--- config.mk ---
export PLATFORM = sky130hd
export DESIGN_NAME = clk_src_selector
export DESIGN_NICKNAME = d
export VERILOG_FILES = /design/src/rtl/clk_src_pkg.sv /design/src/rtl/clk_src_selector_activity.sv /design/src/rtl/clk_src_selector.sv
export SDC_FILE = /design/constraint.sdc
export NUM_CORES = 1
export LEC_CHECK = 0
export CORE_MARGIN = 2
export CORE_UTILIZATION = 32
export CTS_CLUSTER_SIZE = 14
export DETAILED_ROUTE_END_ITERATION = 6
export PLACE_DENSITY = 0.54
export SYNTH_ARGS = -nofsm -noshare
export SYNTH_HDL_FRONTEND = slang
export SYNTH_HIERARCHICAL = 1
export SYNTH_SLANG_ARGS = --single-unit
--- constraint.sdc ---
create_clock -name ref_clk -period 1.8 [get_ports ref_clk]
set_clock_uncertainty 0.05 [all_clocks]
set_input_delay 0.18 -clock ref_clk [delete_from_list [all_inputs] [get_ports ref_clk]]
set_output_delay 0.18 -clock ref_clk [all_outputs]
set_load 0.01 [all_outputs]
--- src/rtl/clk_src_pkg.sv ---
// Shared definitions for the clock source selector.
//   state_t    : supervisor FSM states
//   lowest_set : priority encoder, returns the index of the lowest set bit (0 if none)
package clk_src_pkg;

    localparam int MAX_SRC = 32;

    typedef enum logic [2:0] {
        IDLE,
        ARM,
        WAIT_LOCK,
        LOCKED,
        HOLDOFF
    } state_t;

    function automatic int unsigned lowest_set(input logic [MAX_SRC-1:0] vec);
        int unsigned idx;
        idx = 0;
        for (int i = MAX_SRC - 1; i >= 0; i--) begin
            if (vec[i]) idx = unsigned'(i);
        end
        return idx;
    endfunction

endpackage

--- src/rtl/clk_src_selector_activity.sv ---
// Per-source activity detector.
// Ports:
//   ref_clk  in  reference clock
//   reset    in  async active-high reset
//   toggle   in  divide-by-2 toggle from the source domain (asynchronous)
//   win_end  in  strobe on the last cycle of the shared measurement window
//   present  out registered: at least ACT_MIN edges seen in the last window
module clk_src_selector_activity #(
    parameter int ACT_WINDOW = 64,
    parameter int ACT_MIN    = 4
) (
    input  logic ref_clk,
    input  logic reset,
    input  logic toggle,
    input  logic win_end,
    output logic present
);

    localparam int CNT_W = $clog2(ACT_WINDOW + 1);

    logic             sync_1, sync_2, sync_3;
    logic             edge_seen;
    logic [CNT_W-1:0] edge_cnt;

    // Both toggle directions count, so one edge per source-clock period.
    assign edge_seen = sync_2 ^ sync_3;

    always_ff @(posedge ref_clk or posedge reset) begin
        if (reset) begin
            sync_1   <= 1'b0;
            sync_2   <= 1'b0;
            sync_3   <= 1'b0;
            edge_cnt <= '0;
            present  <= 1'b0;
        end else begin
            sync_1 <= toggle;
            sync_2 <= sync_1;
            sync_3 <= sync_2;
            if (win_end) begin
                present  <= (edge_cnt >= CNT_W'(ACT_MIN));
                edge_cnt <= '0;
            end else if (edge_seen && (edge_cnt != '1)) begin
                edge_cnt <= edge_cnt + 1'b1;
            end
        end
    end

endmodule

--- src/rtl/clk_src_selector.sv ---
// Input clock source selector and MMCM lock supervisor.
// Picks the lowest-index live, unmasked source, drives the mux select and
// MMCM reset, waits for lock with a timeout and fails over on loss/pre-emption.
// Ports:
//   ref_clk        in   free-running reference clock
//   reset          in   async active-high reset
//   src_toggle     in   per-source toggle, asynchronous
//   mmcm_locked    in   MMCM lock, asynchronous
//   sel            out  selected source index
//   sel_valid      out  mux enable (0 gates MMCM input to 0)
//   mmcm_reset     out  MMCM reset
//   locked_out     out  selected source running and MMCM locked
//   src_present    out  per-source activity status
//   src_masked     out  sources blacklisted after a lock timeout
//   timeout_pulse  out  one-cycle pulse on lock timeout
//
// state     | meaning
// IDLE      | mux gated, MMCM in reset, waiting for an eligible source
// ARM       | mux enabled on sel, MMCM held in reset for RST_CYC cycles
// WAIT_LOCK | MMCM released, waiting up to LOCK_TIMEOUT cycles for lock
// LOCKED    | running; leaves on lock loss, source loss or pre-emption
// HOLDOFF   | mux gated, MMCM in reset for HOLDOFF_CYC cycles
module clk_src_selector
    import clk_src_pkg::*;
#(
    parameter int N_SRC        = 2,
    parameter int ACT_WINDOW   = 64,
    parameter int ACT_MIN      = 4,
    parameter int RST_CYC      = 8,
    parameter int LOCK_TIMEOUT = 100,
    parameter int HOLDOFF_CYC  = 16,
    parameter int PREEMPT      = 1,
    localparam int SEL_W       = (N_SRC > 1) ? $clog2(N_SRC) : 1
) (
    input  logic             ref_clk,
    input  logic             reset,
    input  logic [N_SRC-1:0] src_toggle,
    input  logic             mmcm_locked,
    output logic [SEL_W-1:0] sel,
    output logic             sel_valid,
    output logic             mmcm_reset,
    output logic             locked_out,
    output logic [N_SRC-1:0] src_present,
    output logic [N_SRC-1:0] src_masked,
    output logic             timeout_pulse
);

    localparam int WIN_W   = (ACT_WINDOW > 1) ? $clog2(ACT_WINDOW) : 1;
    localparam int CNT_MAX = (RST_CYC > LOCK_TIMEOUT)
                             ? ((RST_CYC > HOLDOFF_CYC) ? RST_CYC : HOLDOFF_CYC)
                             : ((LOCK_TIMEOUT > HOLDOFF_CYC) ? LOCK_TIMEOUT : HOLDOFF_CYC);
    localparam int CNT_W   = $clog2(CNT_MAX + 1);

    logic [WIN_W-1:0] win_cnt;
    logic             win_end;
    logic             lock_m, lock_s;
    state_t           state, state_n;
    logic [CNT_W-1:0] cnt, cnt_n;
    logic [SEL_W-1:0] sel_n, cand;
    logic [N_SRC-1:0] eligible;
    logic             sel_present;
    logic             timeout_n;

    assign win_end = (win_cnt == WIN_W'(ACT_WINDOW - 1));

    always_ff @(posedge ref_clk or posedge reset) begin
        if (reset) begin
            win_cnt <= '0;
        end else if (win_end) begin
            win_cnt <= '0;
        end else begin
            win_cnt <= win_cnt + 1'b1;
        end
    end

    for (genvar i = 0; i < N_SRC; i++) begin : g_act
        clk_src_selector_activity #(
            .ACT_WINDOW (ACT_WINDOW),
            .ACT_MIN    (ACT_MIN)
        ) u_act (
            .ref_clk (ref_clk),
            .reset   (reset),
            .toggle  (src_toggle[i]),
            .win_end (win_end),
            .present (src_present[i])
        );
    end

    always_ff @(posedge ref_clk or posedge reset) begin
        if (reset) begin
            lock_m <= 1'b0;
            lock_s <= 1'b0;
        end else begin
            lock_m <= mmcm_locked;
            lock_s <= lock_m;
        end
    end

    assign eligible    = src_present & ~src_masked;
    assign cand        = SEL_W'(lowest_set(MAX_SRC'(eligible)));
    assign sel_present = src_present[sel];

    always_comb begin
        state_n   = state;
        cnt_n     = cnt;
        sel_n     = sel;
        timeout_n = 1'b0;
        unique case (state)
            IDLE: begin
                cnt_n = '0;
                if (|eligible) begin
                    sel_n   = cand;
                    state_n = ARM;
                end
            end
            ARM: begin
                if (cnt == CNT_W'(RST_CYC - 1)) begin
                    cnt_n   = '0;
                    state_n = WAIT_LOCK;
                end else begin
                    cnt_n = cnt + 1'b1;
                end
            end
            WAIT_LOCK: begin
                // Source loss outranks lock, and lock outranks timeout.
                if (!sel_present) begin
                    cnt_n   = '0;
                    state_n = HOLDOFF;
                end else if (lock_s) begin
                    cnt_n   = '0;
                    state_n = LOCKED;
                end else if (cnt == CNT_W'(LOCK_TIMEOUT - 1)) begin
                    cnt_n     = '0;
                    timeout_n = 1'b1;
                    state_n   = HOLDOFF;
                end else begin
                    cnt_n = cnt + 1'b1;
                end
            end
            LOCKED: begin
                cnt_n = '0;
                if (!lock_s || !sel_present ||
                    ((PREEMPT != 0) && (|eligible) && (cand < sel))) begin
                    state_n = HOLDOFF;
                end
            end
            HOLDOFF: begin
                if (cnt == CNT_W'(HOLDOFF_CYC - 1)) begin
                    cnt_n   = '0;
                    state_n = IDLE;
                end else begin
                    cnt_n = cnt + 1'b1;
                end
            end
            default: begin
                cnt_n   = '0;
                state_n = IDLE;
            end
        endcase
    end

    // Outputs are decoded from the next state so they move with the transition.
    always_ff @(posedge ref_clk or posedge reset) begin
        if (reset) begin
            state         <= IDLE;
            cnt           <= '0;
            sel           <= '0;
            sel_valid     <= 1'b0;
            mmcm_reset    <= 1'b1;
            locked_out    <= 1'b0;
            timeout_pulse <= 1'b0;
        end else begin
            state         <= state_n;
            cnt           <= cnt_n;
            sel           <= sel_n;
            sel_valid     <= (state_n == ARM) || (state_n == WAIT_LOCK) || (state_n == LOCKED);
            mmcm_reset    <= (state_n == IDLE) || (state_n == ARM) || (state_n == HOLDOFF);
            locked_out    <= (state_n == LOCKED);
            timeout_pulse <= timeout_n;
        end
    end

    // A mask only lifts once its source has been seen absent, so a timed-out
    // source must drop out and come back before it is retried.
    always_ff @(posedge ref_clk or posedge reset) begin
        if (reset) begin
            src_masked <= '0;
        end else begin
            for (int i = 0; i < N_SRC; i++) begin
                if (!src_present[i]) begin
                    src_masked[i] <= 1'b0;
                end else if (timeout_n && (sel == SEL_W'(i))) begin
                    src_masked[i] <= 1'b1;
                end
            end
        end
    end

endmodule

==> summary.md, run 1 <==
| Metric | Value |
|---|---|
| Hold/Removal Path Class | `input pin to async pin` |
| H-Tree Depth | `2` |
| Library cells used by synthesis | `between 40 and 50` |
| Final min period | `1.70 ns` |
| All-Layer GR Usage | `11.5%` |
| TritonCTS buffer count | `5` |
| Psw | `791 uW` |
| Crit path kind | `flop to flop` |
| Max cap viols | `0` |
| Power Density | `985 nW/um^2` |
| Synth-to-layout area growth | `17.0%` |
| TritonCTS clock tree | `done` |
| CP required | `around 1.9 ns` |
| Sw Share | `a little under a third` |
| FF-to-FF path depth | `4` |
| Post-synth ARST share | `100%` |
| Clk Latency, worst-skew pair | `0.29 ns` |
| Num rows | `30` |
| Synth Flop Type | `dfrtp_1` |
| Clock root buffer | `clkbuf_8` |
| Core Region | `6790 um^2` |
| Int Pwr | `1.79 mW` |
| Largest net degree at the start of global routing | `29` |
| Post-synthesis compound-gate area fraction | `between 10% and 20%` |
| Max Clk Rate | `588 MHz` |
| Starting Density | `32.9%` |
| CP max-delay cell | `dfrtp_1` |
| Number of synthesized flops with an enable pin | `0` |
| Leak | `1.10 nW` |
| DRT Pass-1 Iters | `4` |
| Period utilization | `approximately 95%` |
| Worst-path fanout max | `5` |
| Post-CTS setup buffer count | `0` |
| CP Capture Type | `flop` |
| Die height | `87.6 um` |
| Iter 0 DRT Violations | `74` |
| Hold_buf cts | `0` |
| Final setup vio count | `0` |
| Seq pwr share | `around 55%` |
| Largest family of logic cells by synthesized area | `simple AND/OR/NAND/NOR gates` |
| Port bufs | `13` |
| Io pins | `14` |
| Via count | `about 1600` |
| RSZ-0062 raised after global routing | `yes` |
| Worst-path clk slew | `0.08 ns` |
| Final RePlAce weighted congestion | `0.769` |
| Final setup TNS | `0 ns` |
| Wirelength, routed | `3960 um` |
| Worst Setup Start Kind | `flop` |
| Die X | `87.6 um` |
| Synth Cell Area | `between 2000 and 2500 um^2` |
| Post-route ant nets | `0` |
| Post-Synthesis Cells | `~210` |
| Sequential share of the synthesized area | `52.7%` |
| CTS Sinks | `47` |
| Vias per cell | `4.73` |
| Final Hold Viols | `0` |
| DP HPWL | `between 2000 and 3000 um` |
| Share of layout cells above drive strength 1 | `11.5%` |
| Antenna violations before repair | `0` |
| Gate power share | `21.4%` |
| Status | `finished clean` |
| Global-route wire length before repair | `6930 um` |
| Adder-cell area share of the yosys netlist | `under 10%` |
| Final nets | `between 200 and 250` |
| Grt ovf | `0` |
| Drt wl/cell | `approximately 12 um` |
| Final Core Density | `38.5%` |
| Data arrival, critical path | `1.84 ns` |
| XOR/XNOR Fraction of Synth Area | `5.09%` |
| Crit path largest cell delay | `0.42 ns` |
| Post_cts resized | `0` |
| Slew Viols, Final | `0` |
| Simple-Gate Fraction of Synth Area | `a little under a fifth` |
| Post-synthesis mux area share | `3.92%` |
| VDD IR max | `0.607 mV` |
| CTS Buffer Depth | `2` |
| Worst-path cell chain | `ha_1 -> and3_1 -> a211oi_1 -> mux2_2` |
| Area of the die | `7670 um^2` |
| Slew margin rel. | `68.6%` |
| Synthesis-stage register bit count | `47` |
| Syn nets | `220` |
| Synth Warn # | `6` |
| Clock power share | `23.8%` |
| Mapped Avg Cell Area | `10.7 um^2` |
| ANT cells | `0` |
| DRC | `0` |
| Slew of the pin with the lowest slew margin | `~0.47 ns` |
| Vias in the first global route | `1490` |
-- flip-flops by register name (all words and copies together), names as in the netlist, 2 cells and up --
| register | cells |
|---|---|
| g_act.u_act/edge_cnt | 14 |
| cnt | 7 |
| win_cnt | 6 |
| state | 3 |
| g_act.u_act/present | 2 |
| g_act.u_act/sync_1 | 2 |
| g_act.u_act/sync_2 | 2 |
| g_act.u_act/sync_3 | 2 |
| src_masked | 2 |
-- cell families (layout without fill, tap and decap cells) --
kind of cell	after synthesis	after routing
compound gates	43	43
fa+ha+maj	6	6
buf+inv	14	39
simple gates	78	78
xor+xnor	13	13
flops	47	47
mux	8	8
-- metal layers --
layer  GRT usage [%]  up-vias  routed length (um)
li1                -      795                   -
met1            15.8      746                2010
met2            17.6       14                1790
met3            2.64        6                  95
met4            4.62        0                  63
met5               0        -                   0
-- final cells by class --
| cell class | instances | area (um^2) |
|---|---|---|
| Sequential cell | 47 | 1180 |
| Fill cell | 696 | 4180 |
| Tap cell | 96 | 120 |
| Inverter | 10 | 37.5 |
| Multi-Input combinational cell | 148 | 998 |
| Clock buffer | 8 | 80.1 |
| Timing Repair Buffer | 21 | 203 |
-- metrics by stage --
stage | hold slack [ns] | instance area, um^2 | worst slack, ns | total power [mW] | instances
2_1_floorplan | -0.0176 | 2240 | 0.0311 | 1.83 | 209
3_3_place_gp | 0.283 | 2540 | 0.131 | 1.97 | 322
3_5_place_dp | 0.285 | 2540 | 0.102 | 1.98 | 322
4_1_cts | 0.222 | 2620 | 0.0838 | 2.61 | 330
5_1_grt | 0.231 | 2620 | -0.000626 | 2.78 | 330
6_report | 0.200 | 2620 | 0.0981 | 2.58 | 330
-- cell usage in the layout, fill, tap and decap left out, drive strengths merged, types with 2 or more instances in the layout --
master / instances
dfrtp: 46
nor2: 23
clkdlybuf4s50: 13
nand2: 12
nand3: 10
inv: 10
nand2b: 8
buf: 8
a21oi: 8
clkbuf: 8
xor2: 7
a211oi: 7
nor2b: 7
o21ai: 7
and3: 6
xnor2: 6
ha: 6
mux2: 6
a31oi: 3
nor3: 2
nor3b: 2
o211ai: 2
a41oi: 2
nor4: 2
a311oi: 2
a2111oi: 2
o31a: 2
mux2i: 2
-- worst paths after layout --
check,startpoint,endpoint,slack [ns]
worst max-delay path,g_act[0].u_act/edge_cnt[0],g_act[0].u_act/edge_cnt[3],0.1
min in group ref_clk,src_toggle[0],g_act[0].u_act/sync_1,0.27
max in group asynchronous,reset,mmcm_reset,1.15
worst max register to register,g_act[0].u_act/edge_cnt[0],g_act[0].u_act/edge_cnt[3],0.1
worst min register to register,g_act[1].u_act/sync_1,g_act[1].u_act/sync_2,0.30
worst min-delay path,reset,g_act[1].u_act/present,0.20
-- power by group through the flow --
stage / combinational (mW) / sequential, mW / clock, mW
6_report: 0.550 / 1.41 / 0.612
5_1_grt: 0.647 / 1.45 / 0.684
4_1_cts: 0.556 / 1.41 / 0.647
3_5_place_dp: 0.554 / 1.43 / 0
3_3_place_gp: 0.545 / 1.43 / 0
2_1_floorplan: 0.449 / 1.38 / 0
-- synthesized netlist by cell type, types with 2 or more instances --
master / n / share of area [%]
a2111oi_0: 2 / 0.78
a211oi_1: 7 / 2.4
a21oi_1: 6 / 1.3
a21oi_2: 2 / 0.78
a311oi_1: 2 / 0.78
a31oi_1: 3 / 0.84
a41oi_1: 2 / 0.78
and3_1: 6 / 1.7
clkbuf_1: 3 / 0.50
dfrtp_1: 46 / 51
ha_1: 6 / 3.4
inv_1: 10 / 1.7
mux2_2: 6 / 3.0
mux2i_1: 2 / 0.90
nand2_1: 12 / 2.0
nand2b_1: 8 / 2.2
nand3_1: 10 / 2.2
nor2_1: 23 / 3.9
nor2b_1: 6 / 1.7
nor3_1: 2 / 0.45
nor3b_1: 2 / 0.67
nor4_1: 2 / 0.56
o211ai_1: 2 / 0.67
o21ai_0: 6 / 1.3
o31a_1: 2 / 0.78
xnor2_1: 6 / 2.4
xor2_1: 7 / 2.7
-- worst max-delay path, delay by kind of cell, from the launching register on --
family                   cells  cell delay, ns
AO/OA/AOI/OAI                1            0.26
AND/OR/NAND/NOR              1            0.25
adder cells (fa/ha/maj)      1            0.26
multiplexers                 1            0.36
flip-flops                   1            0.42
Note: power is estimated with default switching activity, not from simulation.
==> run 2, diff against run 1 <==
--- a/config.mk
+++ b/config.mk
@@ -10,6 +10,7 @@
 export CTS_CLUSTER_SIZE = 14
 export DETAILED_ROUTE_END_ITERATION = 6
 export PLACE_DENSITY = 0.54
+export REMOVE_ABC_BUFFERS = 1
 export SYNTH_ARGS = -nofsm -noshare
 export SYNTH_HDL_FRONTEND = slang
 export SYNTH_HIERARCHICAL = 1
==> summary.md, run 2 (synthesis results as in run 1) <==
| Metric | Value |
|---|---|
| Status | `finished clean` |
| Final Hold Viols | `0` |
| Crit Reg-Reg Endpoint | `cnt[3]` |
| Grt ovf | `0` |
| TritonCTS buffer count | `5` |
| Final min period | `1.72 ns` |
| Register area | `1180 um^2` |
| Max reg flops | `14` |
| Area of the die | `approximately 7700 um^2` |
| Worst-path clk slew | `0.09 ns` |
| Largest regs | `g_act.u_act/edge_cnt x14, cnt x7, win_cnt x6` |
| DRT Pass-1 Iters | `4` |
| Num rows | `30` |
| Post-CTS setup buffer count | `0` |
| Clk Latency, worst-skew pair | `0.30 ns` |
| Final nets | `246` |
| Core Region | `6790 um^2` |
| Drt wl/cell | `12.0 um` |
| Worst-path fanout max | `5` |
| Leading cell type in the layout, fill and taps excluded | `dfrtp_1` |
| Port bufs | `13` |
| FF-to-FF path depth | `5` |
| Hold/Removal Path Class | `input pin to async pin` |
| Worst path top cell family by delay | `simple AND/OR/NAND/NOR gates` |
| Final non-filler cell area | `2650 um^2` |
| Synth-to-layout area growth | `18.4%` |
| Worst path buffer plus inverter count | `0` |
| Worst Setup Start Kind | `flop` |
| Crit path largest cell delay | `0.49 ns` |
| Crit path from | `cnt[0]` |
| Die height | `around 90 um` |
| Most frequent cells in the layout | `dfrtp_1 (46), nor2_1 (23), clkdlybuf4s50_1 (13), nand2_1 (12)` |
| Crit path kind | `flop to flop` |
| CP max-delay cell | `or4b_4` |
| DP HPWL | `2810 um` |
| Global-route wire length before repair | `6930 um` |
| CP required | `1.94 ns` |
| TritonCTS clock tree | `done` |
| DRC | `0` |
| Critical R2R Launch | `cnt[0]` |
| Io pins | `14` |
| Hold_buf cts | `0` |
| Max Clk Rate | `between 500 and 600 MHz` |
| Leak | `between 1 and 1.5 nW` |
| Worst-path cell chain | `ha_1 -> or4b_4 -> o21ai_2 -> o311a_4 -> nor2_1` |
| Slew Viols, Final | `0` |
| Max cap viols | `0` |
| Biggest register | `g_act.u_act/edge_cnt` |
| Setup ws final | `around 0.08 ns` |
| Slew margin rel. | `about two thirds` |
| Pre-CTS WS | `0.0861 ns` |
| Iter 0 DRT Violations | `67` |
| Vias per cell | `4.74` |
| Data arrival, critical path | `1.86 ns` |
| Slew of the pin with the lowest slew margin | `0.495 ns` |
| Die X | `about 88 um` |
| Via count | `roughly 1600` |
| Post_cts resized | `0` |
| VDD IR max | `0.438 mV` |
| CP Capture Point | `cnt[3]` |
| Placed instance area | `2550 um^2` |
| CP Capture Type | `flop` |
| Vias in the first global route | `1499` |
| H-Tree Depth | `2` |
| Power Density | `979 nW/um^2` |
| ANT cells | `0` |
| Final RePlAce weighted congestion | `between 0.7 and 0.8` |
| Largest net degree at the start of global routing | `29` |
| Antenna violations before repair | `0` |
| Wirelength, routed | `4000 um` |
| Share of layout cells above drive strength 1 | `13.1%` |
| Post-route ant nets | `0` |
| Starting Density | `between 30 and 40%` |
| Clock root buffer | `clkbuf_8` |
| FF-to-FF setup slack | `0.08 ns` |
| Area of the multi-input gates | `1010 um^2` |
| Cell depth of the worst setup path | `5` |
| CTS Buffer Depth | `2` |
| All-Layer GR Usage | `11.5%` |
| Final setup vio count | `0` |
| Fillers | `678` |
| CTS Sinks | `47` |
| Period utilization | `between 90 and 100%` |
==> run 2: changes by cell type in the layout (fill, tap and decap cells not counted), sizes merged <==
cell    delta
buf        +2
clkbuf     -1
clkinv     +1
==> run 2: metrics by stage <==
| step | setup TNS (ns) | hold WS [ns] | utilization [%] | std cells | power (mW) |
|---|---|---|---|---|---|
| 2_1_floorplan | -1.82 | -0.0176 | - | 205 | 1.83 |
| 3_3_place_gp | 0 | 0.283 | 37.6 | 324 | 1.98 |
| 3_5_place_dp | 0 | 0.286 | 37.6 | 324 | 1.98 |
| 4_1_cts | 0 | 0.198 | 38.7 | 332 | 2.62 |
| 5_1_grt | -0.0476 | 0.248 | 39.0 | 332 | 2.80 |
| 6_report | 0 | 0.188 | 39.0 | 332 | 2.59 |
==> run 2: routing by layer <==
layer | track usage [%] | share of wire [%] | vias up | routed length (um)
li1 | - | - | 797 | -
met2 | 17.7 | 47 | 14 | 1900
met3 | 3.11 | 2.3 | 4 | 91
met5 | 0 | 0 | - | 0
met4 | 3.36 | 0.73 | 0 | 29
met1 | 16.1 | 49 | 758 | 1980
==> run 2: cell type report <==
| class | count | area share [%] |
|---|---|---|
| timing repair buffer | 23 | 8.22 |
| multi-input combinational | 148 | 38.3 |
| inverter | 10 | 1.42 |
| clock buffer | 7 | 2.88 |
| sequential | 47 | 44.5 |
| tap | 96 | 4.54 |
| clock inverter | 1 | 0.189 |
==> run 2: worst min-delay path by stage <==
stage | start | to | slack (ns) | cells after the start
4_1_cts | reset | g_act[1].u_act/edge_cnt[5] | 0.20 | 2
2_1_floorplan | reset | g_act[0].u_act/edge_cnt[0] | -0.02 | 1
3_3_place_gp | g_act[0].u_act/sync_1 | g_act[0].u_act/sync_2 | 0.28 | 0
3_5_place_dp | lock_m | lock_s | 0.29 | 0
6_report | reset | g_act[1].u_act/edge_cnt[0] | 0.19 | 2
5_1_grt | reset | g_act[1].u_act/edge_cnt[2] | 0.25 | 2
==> run 2: report_power, final <==
| part | internal, mW | switching (mW) | leakage, nW | total (mW) |
|---|---|---|---|---|
| combinational | 0.288 | 0.260 | 0.486 | 0.548 |
| sequential | 1.22 | 0.198 | 0.594 | 1.42 |
| clock | 0.274 | 0.353 | 0.0422 | 0.627 |
==> run 3, diff against run 2 <==
--- a/config.mk
+++ b/config.mk
@@ -15,3 +15,4 @@
 export SYNTH_HDL_FRONTEND = slang
 export SYNTH_HIERARCHICAL = 1
 export SYNTH_SLANG_ARGS = --single-unit
+export TNS_END_PERCENT = 20
==> constraint.sdc (replaced) <==
create_clock -name ref_clk -period 1.4 [get_ports ref_clk]
set_clock_uncertainty 0.05 [all_clocks]
set_input_delay 0.14 -clock ref_clk [delete_from_list [all_inputs] [get_ports ref_clk]]
set_output_delay 0.14 -clock ref_clk [all_outputs]
set_load 0.01 [all_outputs]
==> summary.md, run 3 (synthesis results as in run 1) <==
| Metric | Value |
|---|---|
| DRC | `0` |
| RSZ-0062 raised after global routing | `yes` |
| Status | `complete, but fails checks` |
| Slew Viols, Final | `0` |
| CTS Sinks | `47` |
| Drt wl/cell | `between 10 and 15 um` |
| Pre-CTS WS | `-0.261 ns` |
| Crit path kind | `flop to flop` |
| Data arrival, critical path | `1.78 ns` |
| TritonCTS clock tree | `done` |
| Core Region | `6790 um^2` |
| Vias in the first global route | `1783` |
| Total power | `3.81 mW` |
| Biggest register | `g_act.u_act/edge_cnt` |
| DRT Pass-1 Iters | `4` |
| Final min period | `1.64 ns` |
| Critical R2R Launch | `cnt[0]` |
| Post-route ant nets | `0` |
| CP required | `approximately 1.5 ns` |
| CP Capture Point | `cnt[4]` |
| Max cap viols | `0` |
| Power Density | `1220 nW/um^2` |
| Slew margin rel. | `70.6%` |
| Share of layout cells above drive strength 1 | `35.1%` |
| DP HPWL | `3260 um` |
| Max Clk Rate | `between 600 and 700 MHz` |
| Hold/Removal Path Class | `input pin to async pin` |
| Wirelength, routed | `4490 um` |
| Period utilization | `117%` |
| All-Layer GR Usage | `12.9%` |
| Max reg flops | `14` |
| Setup ws final | `-0.235 ns` |
| Die height | `87.6 um` |
| Antenna violations before repair | `0` |
| Grt ovf | `0` |
| Global-route wire length before repair | `7860 um` |
| FF-to-FF setup slack | `-0.24 ns` |
| Synth-to-layout area growth | `40.0%` |
| Area of the die | `7670 um^2` |
| CTS Buffer Depth | `2` |
| VDD IR max | `0.793 mV` |
| Worst-path clk slew | `0.09 ns` |
| TritonCTS buffer count | `5` |
| Crit Reg-Reg Endpoint | `cnt[4]` |
| Worst Setup Start Kind | `flop` |
| Via count | `1762` |
| Vias per cell | `4.70` |
| Num rows | `30` |
| FF-to-FF path depth | `5` |
| Leading cell type in the layout, fill and taps excluded | `buf_4` |
| Clock root buffer | `clkbuf_8` |
| Worst-path fanout max | `5` |
| Largest net degree at the start of global routing | `26` |
| Failing checks | `negative setup slack` |
| Die X | `between 80 and 90 um` |
| Final nets | `290` |
| H-Tree Depth | `2` |
| Final Hold Viols | `0` |
| Final RePlAce weighted congestion | `0.819` |
| Most frequent cells in the layout | `buf_4 (51), dfrtp_1 (46), nor2_1 (21), nand2_1 (11)` |
| Clk Latency, worst-skew pair | `0.30 ns` |
| Io pins | `14` |
| Crit path from | `cnt[0]` |
| Final setup vio count | `22` |
| Slew of the pin with the lowest slew margin | `0.438 ns` |
| Placed instance area | `2890 um^2` |
| Starting Density | `32.9%` |
| Largest regs | `g_act.u_act/edge_cnt x14, cnt x7, win_cnt x6` |
| ANT cells | `0` |
| Final non-filler cell area | `3130 um^2` |
| Iter 0 DRT Violations | `between 40 and 50` |
| Leak | `1.40 nW` |
| Port bufs | `13` |
| CP Capture Type | `flop` |
## run 3: cell types whose count changed in the layout (fill, tap and decap cells not counted), moves of 3 or more
cell             before  now
ha_1                  6    3
buf_4                 9   51
ha_2                  0    3
clkdlybuf4s50_1      13    7
a211oi_1              7    3
dlygate4sd2_1         0    5
a211oi_2              0    4
## run 3: timing repair
action / CTS / global route
gates resized for setup: 26 / 15
buffers inserted: 0 / 0
pin swaps: 7 / 0
endpoints found under the setup margin: 33 / 30
hold buffers: 0 / 0
gates cloned: 0 / 0
## run 3: worst min-delay path by stage
stage | slack, ns | endpoint | cells after the start | startpoint
global placement | 0.28 | g_act[0].u_act/sync_2 | 0 | g_act[0].u_act/sync_1
floorplan | -0.06 | g_act[0].u_act/edge_cnt[0] | 1 | reset
detailed placement | 0.28 | g_act[1].u_act/sync_2 | 0 | g_act[1].u_act/sync_1
global route | 0.18 | g_act[0].u_act/edge_cnt[1] | 2 | reset
finish | 0.13 | g_act[0].u_act/edge_cnt[1] | 2 | reset
CTS | 0.14 | g_act[0].u_act/edge_cnt[5] | 2 | reset
## run 3: area by class of cell
class | count | area, um^2
Sequential cell | 47 | 1180
Fill cell | 646 | 3660
Clock buffer | 6 | 82.6
Clock inverter | 1 | 5.00
Timing Repair Buffer | 67 | 559
Multi-Input combinational cell | 148 | 1150
Inverter | 10 | 37.5
Tap cell | 96 | 120
## run 3: stage by stage
step / hold WS (ns) / setup TNS, ns / std cells / util [%]
finish: 0.134 / -2.58 / 375 / 46.1
global route: 0.179 / -4.57 / 375 / 46.1
CTS: 0.142 / -2.76 / 375 / 45.1
detailed placement: 0.285 / -3.52 / 368 / 42.6
global placement: 0.284 / -2.93 / 368 / 42.6
floorplan: -0.0576 / -10.64 / 205 / -
## run 3: metal layers
metal	vias to the layer above	wire length [um]	global-route usage [%]
met4	0	41	3.36
met5	-	0	0
li1	887	-	-
met3	6	105	2.92
met2	14	2160	21.4
met1	855	2180	17.0
## run 3: power breakdown
part	internal [mW]	switching (mW)	total [mW]
Combinational	0.689	0.584	1.27
Sequential	1.57	0.132	1.70
Clock	0.388	0.445	0.833
Total	2.65	1.16	3.81
## run 3: worst max-delay path: stages (launching register included)
cell,delay [ns]
dfrtp_1,0.35
ha_1,0.17
or4b_4,0.51
o21ai_4,0.16
o311a_4,0.24
nor2_1,0.05
